--- src/rtl/score_ctrl_pkg.sv ---
// Shared definitions for the score table controller.
// Holds the controller state encoding and the saturating add used on the
// read-modify-write path.
package score_ctrl_pkg;

    typedef enum logic [2:0] {
        IDLE    = 3'd0,
        RMW_RD  = 3'd1,
        RMW_CAP = 3'd2,
        RMW_WR  = 3'd3,
        CLR     = 3'd4
    } state_t;

    // Widest score entry the saturating add supports.
    localparam int unsigned SAT_MAX_W = 32;

    // Add two w-bit operands (zero-extended to SAT_MAX_W) and clamp to all-ones
    // of width w on overflow. Operands below 2**w overflow exactly when the
    // (w+1)-bit sum carries.
    function automatic logic [SAT_MAX_W-1:0] sat_add(
        input logic [SAT_MAX_W-1:0] a,
        input logic [SAT_MAX_W-1:0] b,
        input int unsigned          w
    );
        logic [SAT_MAX_W:0] sum;
        logic [SAT_MAX_W:0] lim;
        sum = {1'b0, a} + {1'b0, b};
        lim = ((SAT_MAX_W+1)'(1) << w) - (SAT_MAX_W+1)'(1);
        sat_add = (sum > lim) ? lim[SAT_MAX_W-1:0] : sum[SAT_MAX_W-1:0];
    endfunction

endpackage

--- src/rtl/score_table_ctrl.sv ---
// Sequencer/arbiter for the single-port score SRAM.
// Display reads get the port unconditionally (fixed 1-cycle latency); the FSM
// performs saturating read-modify-write adds and a whole-table clear in the
// remaining cycles.
// Ports:
//   clk, reset                 clock, async active-high reset
//   disp_req/disp_idx          display read request (any cycle)
//   disp_valid/disp_data       display read response, 1 cycle later
//   add_req/add_idx/add_val    add request, accepted while add_ready
//   add_ready                  controller idle
//   add_done/add_result        write-back pulse and value written
//   clear_req/clear_busy       table clear request and progress flag
//   sram_*                     SRAM port (combinational from state + requests)
module score_table_ctrl
    import score_ctrl_pkg::*;
#(
    parameter int unsigned DATA_WIDTH = 8,
    parameter int unsigned ADDR_WIDTH = 16,
    parameter int unsigned TBL_AW     = 4,
    parameter int unsigned BASE_ADDR  = 0
) (
    input  logic                  clk,
    input  logic                  reset,
    input  logic                  disp_req,
    input  logic [TBL_AW-1:0]     disp_idx,
    output logic                  disp_valid,
    output logic [DATA_WIDTH-1:0] disp_data,
    input  logic                  add_req,
    input  logic [TBL_AW-1:0]     add_idx,
    input  logic [DATA_WIDTH-1:0] add_val,
    output logic                  add_ready,
    output logic                  add_done,
    output logic [DATA_WIDTH-1:0] add_result,
    input  logic                  clear_req,
    output logic                  clear_busy,
    output logic                  sram_en,
    output logic                  sram_we,
    output logic [ADDR_WIDTH-1:0] sram_addr,
    output logic [DATA_WIDTH-1:0] sram_wdata,
    input  logic [DATA_WIDTH-1:0] sram_rdata
);

    state_t                r_state;
    state_t                w_next;
    logic [TBL_AW-1:0]     r_idx;
    logic [TBL_AW-1:0]     r_clr_idx;
    logic [DATA_WIDTH-1:0] r_val;
    logic [DATA_WIDTH-1:0] r_old;
    logic [DATA_WIDTH-1:0] r_result;
    logic                  r_disp_pend;

    logic                  w_fsm_en;
    logic                  w_fsm_we;
    logic [TBL_AW-1:0]     w_fsm_idx;
    logic [DATA_WIDTH-1:0] w_fsm_wdata;
    logic                  w_latch_add;
    logic                  w_clr_start;
    logic                  w_clr_step;
    logic                  w_wr_done;
    logic [DATA_WIDTH-1:0] w_new;

    assign w_new = DATA_WIDTH'(sat_add(SAT_MAX_W'(r_old), SAT_MAX_W'(r_val), DATA_WIDTH));

    // State register
    always_ff @(posedge clk or posedge reset) begin
        if (reset) begin
            r_state <= IDLE;
        end else begin
            r_state <= w_next;
        end
    end

    // Next state and planned FSM access; any planned access stalls on disp_req
    always_comb begin
        w_next      = r_state;
        w_fsm_en    = 1'b0;
        w_fsm_we    = 1'b0;
        w_fsm_idx   = '0;
        w_fsm_wdata = '0;
        w_latch_add = 1'b0;
        w_clr_start = 1'b0;
        w_clr_step  = 1'b0;
        w_wr_done   = 1'b0;
        case (r_state)
            IDLE: begin
                if (clear_req) begin
                    w_clr_start = 1'b1;
                    w_next      = CLR;
                end else if (add_req) begin
                    w_latch_add = 1'b1;
                    w_next      = RMW_RD;
                end
            end
            RMW_RD: begin
                w_fsm_en  = 1'b1;
                w_fsm_idx = r_idx;
                if (!disp_req) w_next = RMW_CAP;
            end
            RMW_CAP: begin
                w_next = RMW_WR;
            end
            RMW_WR: begin
                w_fsm_en    = 1'b1;
                w_fsm_we    = 1'b1;
                w_fsm_idx   = r_idx;
                w_fsm_wdata = w_new;
                if (!disp_req) begin
                    w_wr_done = 1'b1;
                    w_next    = IDLE;
                end
            end
            CLR: begin
                w_fsm_en  = 1'b1;
                w_fsm_we  = 1'b1;
                w_fsm_idx = r_clr_idx;
                if (!disp_req) begin
                    w_clr_step = 1'b1;
                    if (r_clr_idx == '1) w_next = IDLE;
                end
            end
            default: w_next = IDLE;
        endcase
    end

    // SRAM port mux: display first, then the FSM
    always_comb begin
        sram_en    = 1'b0;
        sram_we    = 1'b0;
        sram_addr  = '0;
        sram_wdata = '0;
        if (disp_req) begin
            sram_en   = 1'b1;
            sram_addr = ADDR_WIDTH'(BASE_ADDR) + ADDR_WIDTH'(disp_idx);
        end else if (w_fsm_en) begin
            sram_en    = 1'b1;
            sram_we    = w_fsm_we;
            sram_addr  = ADDR_WIDTH'(BASE_ADDR) + ADDR_WIDTH'(w_fsm_idx);
            sram_wdata = w_fsm_wdata;
        end
    end

    // Datapath registers
    always_ff @(posedge clk or posedge reset) begin
        if (reset) begin
            r_disp_pend <= 1'b0;
            r_idx       <= '0;
            r_val       <= '0;
            r_old       <= '0;
            r_result    <= '0;
            r_clr_idx   <= '0;
        end else begin
            r_disp_pend <= disp_req;
            if (w_latch_add) begin
                r_idx <= add_idx;
                r_val <= add_val;
            end
            if (r_state == RMW_CAP) r_old <= sram_rdata;
            if (w_wr_done) r_result <= w_new;
            if (w_clr_start) begin
                r_clr_idx <= '0;
            end else if (w_clr_step) begin
                r_clr_idx <= r_clr_idx + TBL_AW'(1);
            end
        end
    end

    assign add_ready  = (r_state == IDLE);
    assign clear_busy = (r_state == CLR);
    assign add_done   = w_wr_done;
    // Value is presented with the write-back pulse and held afterwards
    assign add_result = w_wr_done ? w_new : r_result;
    assign disp_valid = r_disp_pend;
    assign disp_data  = sram_rdata;

endmodule

--- config.mk ---
export PLATFORM = sky130hd
export DESIGN_NAME = score_table_ctrl
export DESIGN_NICKNAME = d
export VERILOG_FILES = /design/src/rtl/score_ctrl_pkg.sv /design/src/rtl/score_table_ctrl.sv
export SDC_FILE = /design/constraint.sdc
export NUM_CORES = 1
export LEC_CHECK = 0
export ABC_AREA = 0
export BUFFER_PORTS_ARGS = -buffer_cell sky130_fd_sc_hd__buf_4
export CAP_MARGIN = 0
export CORE_UTILIZATION = 46
export DETAILED_ROUTE_END_ITERATION = 12
export GPL_ROUTABILITY_DRIVEN = 1
export GPL_TIMING_DRIVEN = 1
export HOLD_SLACK_MARGIN = 0.12
export PLACE_DENSITY = 0.77
export SLEW_MARGIN = 20
export SYNTH_ARGS = -nofsm -noshare
export SYNTH_HDL_FRONTEND = slang
export SYNTH_SLANG_ARGS = --single-unit
--- constraint.sdc ---
create_clock -name clk -period 1.7 [get_ports clk]
set_clock_uncertainty 0.05 [all_clocks]
set_input_delay 0.17 -clock clk [delete_from_list [all_inputs] [get_ports clk]]
set_output_delay 0.17 -clock clk [all_outputs]
set_load 0.02 [all_outputs]
* After elaboration in Yosys (flattened, before gate mapping)
Cells that the tools add are included.
Storage, ports and cells: latch bits 0, bits in writable memories 0, bits in registers 36, word-level logic and storage cells 57, bits of input ports 29, bits in read-only memories 0, output and inout bits 46, memories 0
Cells by class: $add $sub $neg 2, divide/modulo/power cells 0, bitwise logic cells 0, mux-type cells 31, reduce and logical (&&, ||, !) cells 6, eq/ne operators 10, multipliers 0, magnitude comparators 1, shift operators 0
Operator list (number):
- $mux 8 | 5
- $mux 3 | 6
- $mux 4 | 4
- $pmux 3 s5 | 1
- $mux 1 | 14
- $add 8x8->9 | 1
- $gt 9x8->1 const B | 1
- $pmux 4 s2 | 1
- $eq 3x2->1 const B | 2
- $ne 2x2->1 const B | 3
- $reduce_and 5->1 | 1
- $add 4x1->4 const B | 1
- $eq 4x4->1 const B | 1
- $reduce_or 2->1 | 2
- $eq 3x1->1 const B | 1
- $eq 3x3->1 const B | 1
- $logic_not 3->1 | 1
- $ne 3x2->1 const B | 1
- $reduce_or 3->1 | 1
- $ne 2x1->1 const B | 1
- $reduce_bool 2->1 | 1

* Logic depth before layout (Yosys ltp)
depth after elaboration 6, depth in mapped cells 7

* Worst setup path after synthesis
No wires, ideal clock.
path kind reg-to-reg, start point register r_val[0], end point register r_result[6], stages on the path, launching flop included 7, data arrival time 1.975 ns, setup slack -0.515 ns, cells stage by stage dfrtp_1 ha_1 fa_1 nand3_1 a21o_1 a2111oi_4 o31ai_1
On the way: word-level cells in the longest chain between the ends 4
RTL lines:
- start, declared | RTL line score_table_ctrl.sv:47 | logic [DATA_WIDTH-1:0] r_val;
- start signal, assigned | RTL line score_table_ctrl.sv:155 | r_val <= add_val;
- $add 8x8->9 (*) | RTL line score_ctrl_pkg.sv:27 | sum = {1'b0, a} + {1'b0, b};
- $gt 9x8->1 | RTL line score_ctrl_pkg.sv:29 | sat_add = (sum > lim) ? lim[SAT_MAX_W-1:0] : sum[SAT_MAX_W-1:0];
- $mux 8 (*) | RTL line score_ctrl_pkg.sv:29
- $mux 8 (*)
- net add_result[6] | RTL line score_table_ctrl.sv:33 | output logic [DATA_WIDTH-1:0] add_result,
- end signal, assigned | RTL line score_table_ctrl.sv:158 | if (w_wr_done) r_result <= w_new;
- end, declared | RTL line score_table_ctrl.sv:49 | logic [DATA_WIDTH-1:0] r_result;
Mark *: on every way through the listed nets, which the timed path passes. The rest lies on a longest branch. A chain may end at the register's enable or synchronous reset.

* Final worst setup path
start point register r_val[0], end point output add_result[6]
On the way: word-level cells in the longest chain between the ends 4
RTL lines (RTL line):
- $add 8x8->9 (*) | score_ctrl_pkg.sv:27
- $gt 9x8->1 | score_ctrl_pkg.sv:29
- $mux 8 (*) | score_ctrl_pkg.sv:29
- $mux 8 (*)
- end, declared | score_table_ctrl.sv:33
Every way passes the cells marked *; elsewhere a longest branch is shown, timed or not.

==> qor.yml <==
routing:
  drt-total-wl_mm: 7.58
  viasPerCell: 5.26
  dr.pass1.iters: 4
  ant_nets: 0
  drtIter0Drc: 75
  via_count: 2147
  drt_drc_violations_left: 0
  wire_per_inst_um: 18.6
sta:
  worst_slack_ns: -0.790
  fin_crit_sh: 1.46
  slew_viol_final: 0
  fmax_mhz: 402
  final.min_clock_period_ns: 2.49
  rsz0062_at_grt: "true"
  fin_tns_setup_ns: -16.82
  finalSetupViolations: 44
  finalHoldViolCount: 0
job:
  cap_viol_max_count: 0
critical_path:
  r2r_slack_ns: -0.42
  cp-end-kind: "output pin"
  crit_arrival_ns: 2.27
  cp_max_fo: 3
  cp-start-kind: "flop"
  reg2reg_depth: 8
  crit_path_end: "add_result[6]"
  startpoint: "r_val[0]"
  r2r_end: "r_result[6]"
  crit_type: "reg2out"
  worstPathRequired_ns: 1.48
  rr_startpoint: "r_val[0]"
placement:
  io_buffers: 62
  hpwl_mm: 3.75
  dpl_cell_area_sq_mm: 0.00311
  routabilityCongestion: 0.854
  place_inst: 345
clock_tree:
  clk_pin_slew_ns: 0.08
  clk_latency_ns: 0.29
  cts_buffers: 5
  h-tree-depth: 2
  clock_path_buffers: 2
  clock-sinks: 36
  tritoncts: "built"
  clockRootBuffer: "clkbuf_8"
cells_and_area:
  diodes: 0
  final_area_sq_mm: 0.00409
  final_cells: 408
  syn2layout_area_growth_pct: 81.7
  drive_above_1_share: 0.633
  fin_nets: 379
  fillers: 207
  final_cell_mix: "buf_4 (79), buf_6 (41), dfrtp_1 (34)"
  final_core_utilization: 0.865
  layout_commonest_cell: "buf_4"
logic_synthesis:
  synthDistinctLibCells: 48
  synth_seq_area_share: 0.400
  yosys_warnings: 0
  synthArstFlopShare: 1.00
  syn_area_per_cell_sq_um: 11.1
  synthFlopType: "dfrtp_1"
  synth_edf_count: 0
  syn_inst: 203
  synth_area_sq_mm: 0.00225
  synth_seq_cells: 36
run_status:
  status: "finished, violations left"
  violations: "negative setup slack"
power:
  power.density_mw_per_mm2: 2290
  p_leak_nw: 1.81
  max-vdd-ir-drop_mv: 1.34
die:
  rows: 25
  die_area_sq_mm: 0.00517
  start_util: 0.476
  ios: 75
  die_w_um: 71.9
  chipHeight_um: 71.9
  core_area_sq_mm: 0.00472
global_routing:
  grt.total_usage: 0.269
  grt_max_degree: 37
  antenna_found_initial: 0
  grt_pass1_vias: 2113
  grt_pass1_wl_mm: 10.4
  overflow: 0
hold_path:
  hold_depth: 3
  hp-class: "in2reg"
## stage by stage
step	hold WS (ns)	total power [W]	worst slack (ns)
2_1_floorplan	0.151	0.00490	-0.201
5_1_grt	0.197	0.00979	-0.849
4_1_cts	0.166	0.00830	-0.637
3_5_place_dp	0.264	0.00620	-0.409
6_report	0.191	0.00938	-0.790
3_3_place_gp	0.264	0.00608	-0.362
## sequential cells by signal (all words and copies together) (netlist names)
signal      flops
r_val           8
r_clr_idx       4
r_result        8
r_idx           4
disp_valid      1
r_old           8
r_state         3
## how the worst min path moves through the flow
stage | from | end | slack [ns]
6_report | clear_req | r_clr_idx[0] | 0.19
5_1_grt | disp_req | disp_valid | 0.20
4_1_cts | disp_req | disp_valid | 0.17
3_5_place_dp | reset | disp_valid | 0.26
3_3_place_gp | reset | r_result[1] | 0.26
2_1_floorplan | disp_req | disp_valid | 0.15
## worst max-delay path: stages (launching register included)
cell,delay (ns)
dfrtp_1,0.44
ha_4,0.19
fa_2,0.43
nand3_4,0.11
a21o_1,0.20
a2111oi_4,0.09
buf_4,0.17
o31ai_4,0.19
buf_6,0.15
## Yosys cell counts, types with 2 or more instances
master	instances	area, sq um
o21bai_1	2	15.0
nor3_1	4	20.0
or2_2	2	12.5
nand2_1	12	45.0
xor2_1	2	17.5
nor3b_1	2	15.0
o21ai_1	2	10.0
nor3b_4	2	37.5
a21oi_1	9	45.0
a21o_1	2	15.0
xnor2_1	4	35.0
nor2_1	17	63.8
a2111oi_4	2	55.1
dfrtp_1	36	901
nor2b_1	3	18.8
buf_6	6	67.6
buf_4	21	158
and2_1	2	12.5
a211oi_1	2	15.0
a31oi_1	5	31.3
a221o_1	5	50.1
nand4_1	2	12.5
inv_1	6	22.5
ha_1	9	113
mux2_2	20	225
o21ai_0	2	10.0
## layer usage
metal | wire length [um] | up-vias | track usage
li1 | - | 964 | -
met1 | 2920 | 1052 | 0.316
met2 | 4030 | 100 | 0.490
met3 | 303 | 31 | 0.0417
met4 | 329 | 0 | 0.109
met5 | 0 | - | 0
## logic make-up (layout without fill, tap and decap cells)
kind of cell               count (synthesis)  after routing  synth area share
AOI/OAI and AO/OA                         40             40             0.150
xor gates and xnor gates                   6              6            0.0234
adders and majority gates                 10             10            0.0590
buffers and inverters                     35            162             0.114
DFF                                       36             36             0.400
muxes                                     21             21             0.105
other                                      1             12           0.00167
and+or+nand+nor                           54             54             0.147
## final cells by class
cell class              instances  area, sq um  share of cell area
clock inverters                 3         18.8             0.00459
inverters                       7         31.3             0.00765
flip-flops and latches         36          903               0.221
multi-input cells             143         1600               0.391
repair buffers                147         1390               0.339
clock buffers                   5         68.8              0.0168
well taps                      67         83.8              0.0205
## power by group
part           internal, W  switching, W  total, W
sequential         0.00125      0.000369   0.00162
clock             0.000286      0.000338  0.000624
combinational      0.00369       0.00345   0.00714
## repair_timing
item	CTS	global route
cloned	1	1
hold endpoints to repair	56	0
pin swaps	25	24
setup endpoints to repair	32	45
hold buffers	21	0
setup buffers	20	20
resized for setup	65	24
Power figures use the tool's default switching activity.
